### src/rtl/mxv_frame_controller.sv
// Frame decoder for a matrix-vector engine: parses FE/LEN/CMD/payload/EF frames from an RX FIFO,
// loads operands, starts the compute and returns results. MXV_CTRL_ERR_RESP_EN drives resend_req.
module mxv_frame_controller (
  input  logic        clk,
  input  logic        rst,
  input  logic        rx_valid,
  input  logic [7:0]  rx_data,
  output logic        rx_pop,
  output logic [3:0]  dim_n,
  output logic [7:0]  wr_data,
  output logic        mat_wr_en,
  output logic [5:0]  mat_wr_addr,
  output logic        vec_wr_en,
  output logic [2:0]  vec_wr_addr,
  output logic        calc_start,
  input  logic        calc_done,
  output logic [2:0]  res_rd_addr,
  input  logic [15:0] res_data,
  output logic        tx_valid,
  output logic [7:0]  tx_data,
  input  logic        tx_ready,
  output logic        resend_req
);

  localparam logic [7:0] Sof     = 8'hFE;
  localparam logic [7:0] Eof     = 8'hEF;
  localparam logic [7:0] CmdSetN = 8'h01;
  localparam logic [7:0] CmdArm  = 8'h03;
  localparam logic [7:0] CmdLoad = 8'h04;

  typedef enum logic [2:0] {
    StIdle, StGetLen, StGetCmd, StPayload, StGetEof, StCalc, StTx, StDiscard
  } state_e;

  state_e      r_state, w_state_d;
  logic [7:0]  r_cnt, w_cnt_d;
  logic [7:0]  r_cmd, w_cmd_d;
  logic [6:0]  r_ptr, w_ptr_d;
  logic        r_armed, w_armed_d;
  logic [3:0]  r_dim, w_dim_d;
  logic [3:0]  r_newn, w_newn_d;
  logic [4:0]  r_tx_idx, w_tx_idx_d;
  logic        r_mat_en, w_mat_en_d;
  logic [5:0]  r_mat_addr, w_mat_addr_d;
  logic        r_vec_en, w_vec_en_d;
  logic [2:0]  r_vec_addr, w_vec_addr_d;
  logic [7:0]  r_wr_data, w_wr_data_d;
  logic        r_calc, w_calc_d;
  logic        w_err;
  logic        w_pop;
  logic [6:0]  w_nn;
  logic [6:0]  w_limit;
  logic [4:0]  w_tx_last;

  assign w_nn      = {3'b000, r_dim} * {3'b000, r_dim};
  assign w_limit   = w_nn + {3'b000, r_dim};
  assign w_tx_last = {r_dim, 1'b0} + 5'd2;

  assign w_pop  = rx_valid & ~rst & (r_state != StCalc) & (r_state != StTx);
  assign rx_pop = w_pop;

  always_comb begin
    w_state_d    = r_state;
    w_cnt_d      = r_cnt;
    w_cmd_d      = r_cmd;
    w_ptr_d      = r_ptr;
    w_armed_d    = r_armed;
    w_dim_d      = r_dim;
    w_newn_d     = r_newn;
    w_tx_idx_d   = r_tx_idx;
    w_mat_en_d   = 1'b0;
    w_mat_addr_d = r_mat_addr;
    w_vec_en_d   = 1'b0;
    w_vec_addr_d = r_vec_addr;
    w_wr_data_d  = r_wr_data;
    w_calc_d     = 1'b0;
    w_err        = 1'b0;
    unique case (r_state)
      StIdle: if (w_pop && rx_data == Sof) w_state_d = StGetLen;
      StGetLen: if (w_pop) begin
        if (rx_data < 8'd2) begin
          w_err = 1'b1;
        end else begin
          w_cnt_d   = rx_data - 8'd2;
          w_state_d = StGetCmd;
        end
      end
      StGetCmd: if (w_pop) begin
        w_cmd_d = rx_data;
        case (rx_data)
          CmdSetN: if (r_cnt != 8'd1) w_err = 1'b1; else w_state_d = StPayload;
          CmdArm:  if (r_cnt != 8'd0) w_err = 1'b1; else w_state_d = StGetEof;
          CmdLoad: begin
            if (!r_armed)            w_err = 1'b1;
            else if (r_cnt == 8'd0)  w_state_d = StGetEof;
            else                     w_state_d = StPayload;
          end
          default: w_err = 1'b1;
        endcase
      end
      StPayload: if (w_pop) begin
        w_cnt_d = r_cnt - 8'd1;
        if (r_cnt == 8'd1) w_state_d = StGetEof;
        if (r_cmd == CmdSetN) begin
          if (rx_data == 8'd0 || rx_data > 8'd8) w_err = 1'b1;
          else w_newn_d = rx_data[3:0];
        end else if (r_ptr >= w_limit) begin
          w_err = 1'b1;
        end else begin
          w_wr_data_d = rx_data;
          w_ptr_d     = r_ptr + 7'd1;
          if (r_ptr < w_nn) begin
            w_mat_en_d   = 1'b1;
            w_mat_addr_d = r_ptr[5:0];
          end else begin
            // Offset below N fits in 3 bits, so modulo-8 subtraction is exact.
            w_vec_en_d   = 1'b1;
            w_vec_addr_d = r_ptr[2:0] - w_nn[2:0];
          end
        end
      end
      StGetEof: if (w_pop) begin
        if (rx_data != Eof) begin
          w_err = 1'b1;
        end else begin
          w_state_d = StIdle;
          case (r_cmd)
            CmdSetN: begin
              w_dim_d   = r_newn;
              w_armed_d = 1'b0;
              w_ptr_d   = 7'd0;
            end
            CmdArm: begin
              w_armed_d = 1'b1;
              w_ptr_d   = 7'd0;
            end
            default: begin
              if (r_armed && r_ptr == w_limit) begin
                w_calc_d  = 1'b1;
                w_state_d = StCalc;
              end
            end
          endcase
        end
      end
      StCalc: if (calc_done) begin
        w_state_d  = StTx;
        w_tx_idx_d = 5'd0;
      end
      StTx: if (tx_ready) begin
        if (r_tx_idx == w_tx_last) begin
          w_state_d = StIdle;
          w_armed_d = 1'b0;
        end else begin
          w_tx_idx_d = r_tx_idx + 5'd1;
        end
      end
      StDiscard: if (w_pop && rx_data == Eof) w_state_d = StIdle;
    endcase
    if (w_err) begin
      w_state_d = StDiscard;
      w_armed_d = 1'b0;
    end
  end

  always_ff @(posedge clk) begin
    if (rst) begin
      r_state    <= StIdle;
      r_cnt      <= 8'd0;
      r_cmd      <= 8'd0;
      r_ptr      <= 7'd0;
      r_armed    <= 1'b0;
      r_dim      <= 4'd4;
      r_newn     <= 4'd0;
      r_tx_idx   <= 5'd0;
      r_mat_en   <= 1'b0;
      r_mat_addr <= 6'd0;
      r_vec_en   <= 1'b0;
      r_vec_addr <= 3'd0;
      r_wr_data  <= 8'd0;
      r_calc     <= 1'b0;
    end else begin
      r_state    <= w_state_d;
      r_cnt      <= w_cnt_d;
      r_cmd      <= w_cmd_d;
      r_ptr      <= w_ptr_d;
      r_armed    <= w_armed_d;
      r_dim      <= w_dim_d;
      r_newn     <= w_newn_d;
      r_tx_idx   <= w_tx_idx_d;
      r_mat_en   <= w_mat_en_d;
      r_mat_addr <= w_mat_addr_d;
      r_vec_en   <= w_vec_en_d;
      r_vec_addr <= w_vec_addr_d;
      r_wr_data  <= w_wr_data_d;
      r_calc     <= w_calc_d;
    end
  end

  // TX byte index: 0 SOF, 1 length, 2..2N+1 result bytes (high first), 2N+2 EOF.
  always_comb begin
    tx_data     = 8'd0;
    res_rd_addr = 3'd0;
    if (r_state == StTx && !rst) begin
      if (r_tx_idx == 5'd0) begin
        tx_data = Sof;
      end else if (r_tx_idx == 5'd1) begin
        tx_data = {3'b000, r_dim, 1'b1};
      end else if (r_tx_idx == w_tx_last) begin
        tx_data = Eof;
      end else begin
        res_rd_addr = r_tx_idx[3:1] - 3'd1;
        tx_data     = r_tx_idx[0] ? res_data[7:0] : res_data[15:8];
      end
    end
  end

  assign tx_valid    = (r_state == StTx) & ~rst;
  assign dim_n       = r_dim;
  assign wr_data     = r_wr_data;
  assign mat_wr_en   = r_mat_en;
  assign mat_wr_addr = r_mat_addr;
  assign vec_wr_en   = r_vec_en;
  assign vec_wr_addr = r_vec_addr;
  assign calc_start  = r_calc;

`ifdef MXV_CTRL_ERR_RESP_EN
  logic r_resend;
  always_ff @(posedge clk) begin
    if (rst) r_resend <= 1'b0;
    else     r_resend <= w_err;
  end
  assign resend_req = r_resend;
`else
  assign resend_req = 1'b0;
`endif

endmodule

### config.mk
export PLATFORM = sky130hd
export DESIGN_NAME = mxv_frame_controller
export DESIGN_NICKNAME = d
export VERILOG_FILES = /design/src/rtl/mxv_frame_controller.sv
export SDC_FILE = /design/constraint.sdc
export NUM_CORES = 1
export LEC_CHECK = 0
export CAP_MARGIN = 25
export CORE_ASPECT_RATIO = 1.4
export CORE_MARGIN = 2
export CORE_UTILIZATION = 45
export DETAILED_ROUTE_END_ITERATION = 8
export PLACE_DENSITY = 0.72
export SLEW_MARGIN = 40
export SYNTH_ARGS = -nofsm -noshare
export SYNTH_HDL_FRONTEND = slang
export SYNTH_SLANG_ARGS = --single-unit
### constraint.sdc
create_clock -name clk -period 3.3 [get_ports clk]
set_clock_uncertainty 0.1 [all_clocks]
set_input_delay 0.66 -clock clk [delete_from_list [all_inputs] [get_ports clk]]
set_output_delay 0.66 -clock clk [all_outputs]
set_load 0.03 [all_outputs]
# ---- After elaboration in Yosys (flattened, before gate mapping)
# Index checks and enable logic that the tools add are counted.
dict set report totals {
  ff_bits 60
}
dict set report op_classes {
  n_addsub 8
  n_mul 1
  magnitude_cmp 4
  eq_ne 51
  muxes 68
  bitwise 13
  n_reduce_logical 30
}
# cell count
set ops {}
lappend ops {{2-to-1 mux 3 bit} 23}
lappend ops {{2-to-1 mux 8 bit} 8}
lappend ops {{inequality test 3 bit (second input constant)} 15}
lappend ops {{2-to-1 mux 7 bit} 6}
lappend ops {{equality test 8 x 1 -> 1 bit (second input constant)} 3}
lappend ops {{inequality test 2 bit (second input constant)} 12}
lappend ops {{case mux 3 bit (8 select lines)} 1}
lappend ops {{AND reduction 4 bit} 5}
lappend ops {{2-to-1 mux 1 bit} 19}
lappend ops {{equality test 8 x 2 -> 1 bit (second input constant)} 2}
lappend ops {{equality test 8 bit (second input constant)} 2}
lappend ops {{logical NOT 8 bit} 2}
lappend ops {{case mux 8 bit (2 select lines)} 1}
lappend ops {{AND reduction 16 bit} 1}
lappend ops {{2-to-1 mux 5 bit} 3}
lappend ops {{case mux 7 bit (2 select lines)} 1}
lappend ops {{equality test 3 bit (second input constant)} 4}
lappend ops {{inequality test 4 bit (second input constant)} 3}
lappend ops {{case mux 5 bit (2 select lines)} 1}
lappend ops {{AND reduction 5 bit} 2}
lappend ops {{inverter 1 bit} 9}
lappend ops {{case mux 3 bit (3 select lines)} 1}
lappend ops {{equality test 8 x 3 -> 1 bit (second input constant)} 1}
lappend ops {{greater-than comparator 8 x 4 -> 1 bit (second input constant)} 1}
lappend ops {{other kinds (37)} 49}

# ---- Logic depth before layout (Yosys ltp)
# Gate-level depths: netlist (run 1).
dict set report logic_depth {
  ltp_word 10
  ltp_mapped 18
}

# ---- Worst setup path after synthesis (run 1)
# OpenSTA, ideal clock, no wires.
dict set report synth_timing {
  kind {register to register}
  start {register r_dim[0], in the netlist dim_n[0]}
  end {register r_mat_addr[5], in the netlist mat_wr_addr[5]}
  setup_ns 0.128
  arrival_time_ns 3.690
  t_required_ns 3.072
  setup_slack_ns -0.618
  stages_incl_launch_ff 18
  path_buffers 2
  period_less_slack_ns 3.918
  path_cell_list {dfxtp_1 > buf_4 > nand2_1 > nor2_1 > fa_1 > ha_1 > a21oi_1 > nor3_1 > xor2_1 > ha_1 > and4_1 > o21ai_0 > o211ai_1 > nor2_1 > o211ai_1 > clkbuf_1 > mux2i_1 > nor2_1}
}
dict set report synth_via {
  elab_chain_len 5
  word_cells_on_any_way 6
  cone_classes {add/sub: 1; mul: 1; order compare: 2; bitwise: 1; reduce/logical: 1}
}
# item line
set synth_rtl {}
lappend synth_rtl {{from (decl)} 40} ;# logic [3:0] r_dim, w_dim_d;
lappend synth_rtl {{from (signal assigned)} 188} ;# r_dim <= w_dim_d;
lappend synth_rtl {{multiplier 4 x 4 -> 7 bit} 55} ;# assign w_nn = {3'b000, r_dim} * {3'b000, r_dim};
lappend synth_rtl {{adder 7 x 4 -> 7 bit} 56} ;# assign w_limit = w_nn + {3'b000, r_dim};
lappend synth_rtl {{>= comparator 7 bit} 107} ;# end else if (r_ptr >= w_limit) begin
lappend synth_rtl {{inverter 1 bit (no source line)} n/a}
lappend synth_rtl {{AND reduction 5 bit (no source line) *} n/a}
lappend synth_rtl {{to (signal assigned)} 192} ;# r_mat_addr <= w_mat_addr_d;
lappend synth_rtl {{to (decl)} 44} ;# logic [5:0] r_mat_addr, w_mat_addr_d;
# Mark *: on every way between the ends. The rest lies on a longest branch, timed or not.
# A chain may end at the register's enable or synchronous reset.

# ---- Worst setup path in the final report (run 1)
dict set report layout_timing {
  start {register r_dim[1], in the netlist dim_n[1]}
  end {register r_state[2]}
}
dict set report layout_via {
  elab_chain_len 10
  word_cells_on_any_way 34
  cone_classes {add/sub: 2; mul: 1; order compare: 1; eq/ne: 18; mux: 10; reduce/logical: 2}
}
# item line
set layout_rtl {}
lappend layout_rtl {{parallel branches: the longest is 10 deep, another holds multiplier 4 x 4 -> 7 bit} n/a}
lappend layout_rtl {{to (signal assigned)} 168} ;# r_state <= StIdle;
lappend layout_rtl {{to (signal assigned)} 183} ;# r_state <= w_state_d;
lappend layout_rtl {{to (decl)} 35} ;# state_e r_state, w_state_d;
# Parallel ways; which one is timed is not known. The select of a mux whose other input is x is not followed.

==> flow_metrics.env, run 1 <==
export IMPL_switching_power_w=0.000840
export IMPL_muxShareOfSynthArea_pct=4.77
export IMPL_hold_end="wr_data[5]"
export IMPL_p_per_area_mw_per_mm2=452
export IMPL_placed_area_mm2=0.00508
export IMPL_slew_headroom_pct=57.5
export IMPL_synthAdderAreaFrac_pct=10.1
export IMPL_numCtsBuffers=9
export IMPL_r2r_cells=15
export IMPL_seqPwrFrac_pct=30.0
export IMPL_grt_pass1_wl_um=18800
export IMPL_port_buffers=65
export IMPL_fin_crit_ps=3570
export IMPL_crit_arrival_ps=3710
export IMPL_cts_tree="built"
export IMPL_yosysSeqAreaShare_pct=29.7
export IMPL_synth_edf_count=0
export IMPL_antenna_found_initial=0
export IMPL_p_sw_share_pct=32.1
export IMPL_yosysMostFrequentCell="nand2_1"
export IMPL_drv_slew=0
export IMPL_pwr_share_clk_pct=38.8
export IMPL_drive_gt1_share_pct=24.7
export IMPL_max_cap_violations=0
export IMPL_ios=67
export IMPL_final_hold_violation_count=0
export IMPL_netlist_area_mm2=0.00404
export IMPL_synthCells=516
export IMPL_final_cells=732
export IMPL_crit_path_max_incr_delay_ps=570
export IMPL_drt_iter0_drc=261
export IMPL_async_reset_ff_share_pct=0
export IMPL_drt_drc_violations_left=0
export IMPL_r2r_slack_ps=-270
export IMPL_wl_per_cell_um=16.9
export IMPL_cts_root_buffer_cell="clkbuf_16"
export IMPL_fillerInstances=712
export IMPL_finalWirelength_um=12400
export IMPL_synth_compound_area_share_pct=19.1
export IMPL_p_leak_nw=2.29
export IMPL_antenna_cells=0
export IMPL_finalNetCount=683
export IMPL_floorplan_initialDensity_pct=46.6
export IMPL_synth_simple_area_share_pct=25.9
export IMPL_synth_top_family_by_area="simple AND/OR/NAND/NOR gates"
export IMPL_avgSynthCellArea_um2=7.82
export IMPL_cts_buffer_depth=2
export IMPL_coreArea_mm2=0.00866
export IMPL_synth_warning_count=0
export IMPL_synth_ff_type="dfxtp_1"
export IMPL_finalCritPeriodShare_pct=108
export IMPL_dr_pass1_iters=6
export IMPL_path_clk_slew_ps=50
export IMPL_rsz0062_at_grt="true"
export IMPL_status="finished, violations left"
export IMPL_setup_violations_final=29
export IMPL_hp_class="reg2reg"
export IMPL_cts_htree_levels=3
export IMPL_synth_xor_area_share_pct=4.99
export IMPL_ant_nets=0
export IMPL_post_synth_top_area_cell="dfxtp_1"
export IMPL_gp_congestion=0.858
export IMPL_ys_seq_elements=60
export IMPL_clock_latency_ps=330
export IMPL_p_comb_share_pct=31.2
export IMPL_rows=40
export IMPL_final_area_mm2=0.00579
export IMPL_dp_cells=702
export IMPL_die_w_um=84.1
export IMPL_synth_top_cells_by_count="63 x nand2_1, 60 x dfxtp_1, 47 x nor2_1"
export IMPL_dp_hpwl_um=8440
export IMPL_vias_per_cell=5.84
export IMPL_grt_max_degree=57
export IMPL_fin_util_pct=66.8
export IMPL_die_area_mm2=0.00976
export IMPL_min_from="wr_data[5]"
export IMPL_yosysUniqueCellTypes=68
export IMPL_required_ps=3440
export IMPL_worstPathMaxFanout=7
export IMPL_violations="setup timing"
export IMPL_tns_ps=-4000
export IMPL_whs_ps=362
export IMPL_r2r_end="r_state[2]"
export IMPL_gr_total_overflow=0
export IMPL_cts_sinks=60
export IMPL_hold_depth=2
export IMPL_areaGrowthSynthToFinish_pct=43.3
export IMPL_grt_pass1_vias=4090
export IMPL_max_freq_mhz=280
export IMPL_track_usage_pct=23.7
export IMPL_finalWorstSetupSlack_ps=-266
export IMPL_die_y_um=116
export IMPL_crit_chain="ha_4, fa_2, ha_4, a21oi_2, nor2_1, xor2_1, ha_1, buf_4, a21oi_2, o211ai_1, buf_4, nand4_1, o221a_4, nor3b_4, nor4_2"
export IMPL_synth_area_leaders="dfxtp_1 30%, ha_1 9.6%, nand2_1 5.9%"
export IMPL_endpoint_kind="register"
export IMPL_synth_fp_nets=577
export IMPL_reg2reg_from="dim_n[1]"
export IMPL_vias=4272
export IMPL_worst_path_max_delay_cell="fa_2"
export IMPL_timing_worst_setup_path_type="reg2reg"
export IMPL_worst_slew_pin_slew_ps=632
export IMPL_cp_start_kind="register"
export IMPL_post_synth_top_area_fraction_pct=29.7
export IMPL_hold_buffers=0
export IMPL_power_internal_w=0.00177
export IMPL_peakVddDrop_mv=0.308
## cell type report
class	count	area [µm²]	area share (%)
Clock buffer	12	279	4.82
Clock inverter	4	51.3	0.886
Inverter	21	78.8	1.36
Multi-Input combinational cell	404	2930	50.6
Sequential cell	60	1210	20.9
Tap cell	105	131	2.27
Timing Repair Buffer	126	1110	19.1
## worst max-delay path: cells and delay by family, from the launching register on
kind	cells	cell delay, ps
xor+xnor	1	180
flops	1	380
buf+inv	2	290
simple gates	4	560
compound gates	4	700
fa+ha+maj	4	1260
## state kept, by name, indices dropped and copies added, names as in the netlist
name	flops
r_ptr	7
r_tx_idx	5
r_state	3
mat_wr_en	1
vec_wr_addr	3
calc_start	1
r_armed	1
dim_n	4
mat_wr_addr	6
vec_wr_en	1
r_cmd	8
wr_data	8
r_cnt	8
r_newn	4
## power by group through the flow
stage	registers, W	clock network [W]	logic (W)
final	0.000784	0.00101	0.000816
after global routing	0.000789	0.00106	0.000884
after CTS	0.000783	0.00103	0.000748
after detailed placement	0.000798	0	0.000722
after global placement	0.000797	0	0.000718
after floorplan	0.000798	0	0.000486
## routing by layer
metal	up-vias	global-route usage, %	routed length [µm]
met1	2063	26.3	5010
met5	-	0	0
li1	2046	-	-
met3	27	3.85	548
met2	136	44.7	6490
met4	0	9.68	313
## layout by cell type, fill, tap and decap left out, drive strengths merged, types with 5 or more instances in the layout
| cell | Yosys | layout |
|---|---|---|
| nand2b | 17 | 17 |
| xor2 | 11 | 11 |
| a21oi | 42 | 42 |
| nor4 | 6 | 6 |
| clkbuf | 21 | 13 |
| inv | 21 | 22 |
| nand4 | 7 | 7 |
| nand3 | 15 | 15 |
| dfxtp | 60 | 60 |
| xnor2 | 12 | 12 |
| nor2 | 47 | 47 |
| a21o | 7 | 7 |
| clkdlybuf4s50 | 0 | 53 |
| and2 | 5 | 5 |
| mux2i | 17 | 17 |
| ha | 31 | 31 |
| nand2 | 63 | 63 |
| nor3 | 14 | 14 |
| buf | 10 | 71 |
| o21ai | 31 | 31 |
| nand3b | 8 | 8 |
## stage by stage
stage / total power (W) / worst slack, ps
global route: 0.00274 / -483
global placement: 0.00151 / -73.1
floorplan: 0.00128 / -112
finish: 0.00261 / -266
CTS: 0.00256 / -121
detailed placement: 0.00152 / -169
## worst max-delay path by stage
stage	start	to	slack, ps	depth (start not counted)
2_1_floorplan	dim_n[0]	mat_wr_addr[5]	-110	17
3_3_place_gp	dim_n[0]	r_state[2]	-70	15
3_5_place_dp	dim_n[0]	r_ptr[5]	-170	14
4_1_cts	dim_n[1]	mat_wr_addr[2]	-120	15
5_1_grt	dim_n[0]	mat_wr_addr[5]	-480	18
6_report	dim_n[1]	r_state[2]	-270	15
## logic make-up after synthesis
logic type                 after synthesis
DFF                                     60
buffers and inverters                   52
AOI/OAI and AO/OA                      122
other                                    1
xor gates and xnor gates                23
and+or+nand+nor                        207
muxes                                   19
adders and majority gates               32
## what timing repair did
item                                    4_1_cts  5_1_grt
pin swaps                                    19       25
setup buffers                                 6        9
resized for setup                            43       46
endpoints found under the setup margin       35       41
gates cloned                                  0        1
Power figures use the tool's default switching activity.
==> inputs of run 2 (changes only) <==
--- a/config.mk
+++ b/config.mk
@@ -10,6 +10,7 @@
 export CORE_MARGIN = 2
 export CORE_UTILIZATION = 45
 export DETAILED_ROUTE_END_ITERATION = 8
+export GPL_TIMING_DRIVEN = 1
 export PLACE_DENSITY = 0.72
 export SLEW_MARGIN = 40
 export SYNTH_ARGS = -nofsm -noshare
==> results of run 2 <==
No change in the layout: final DEF, timing and power equal those of run 1.
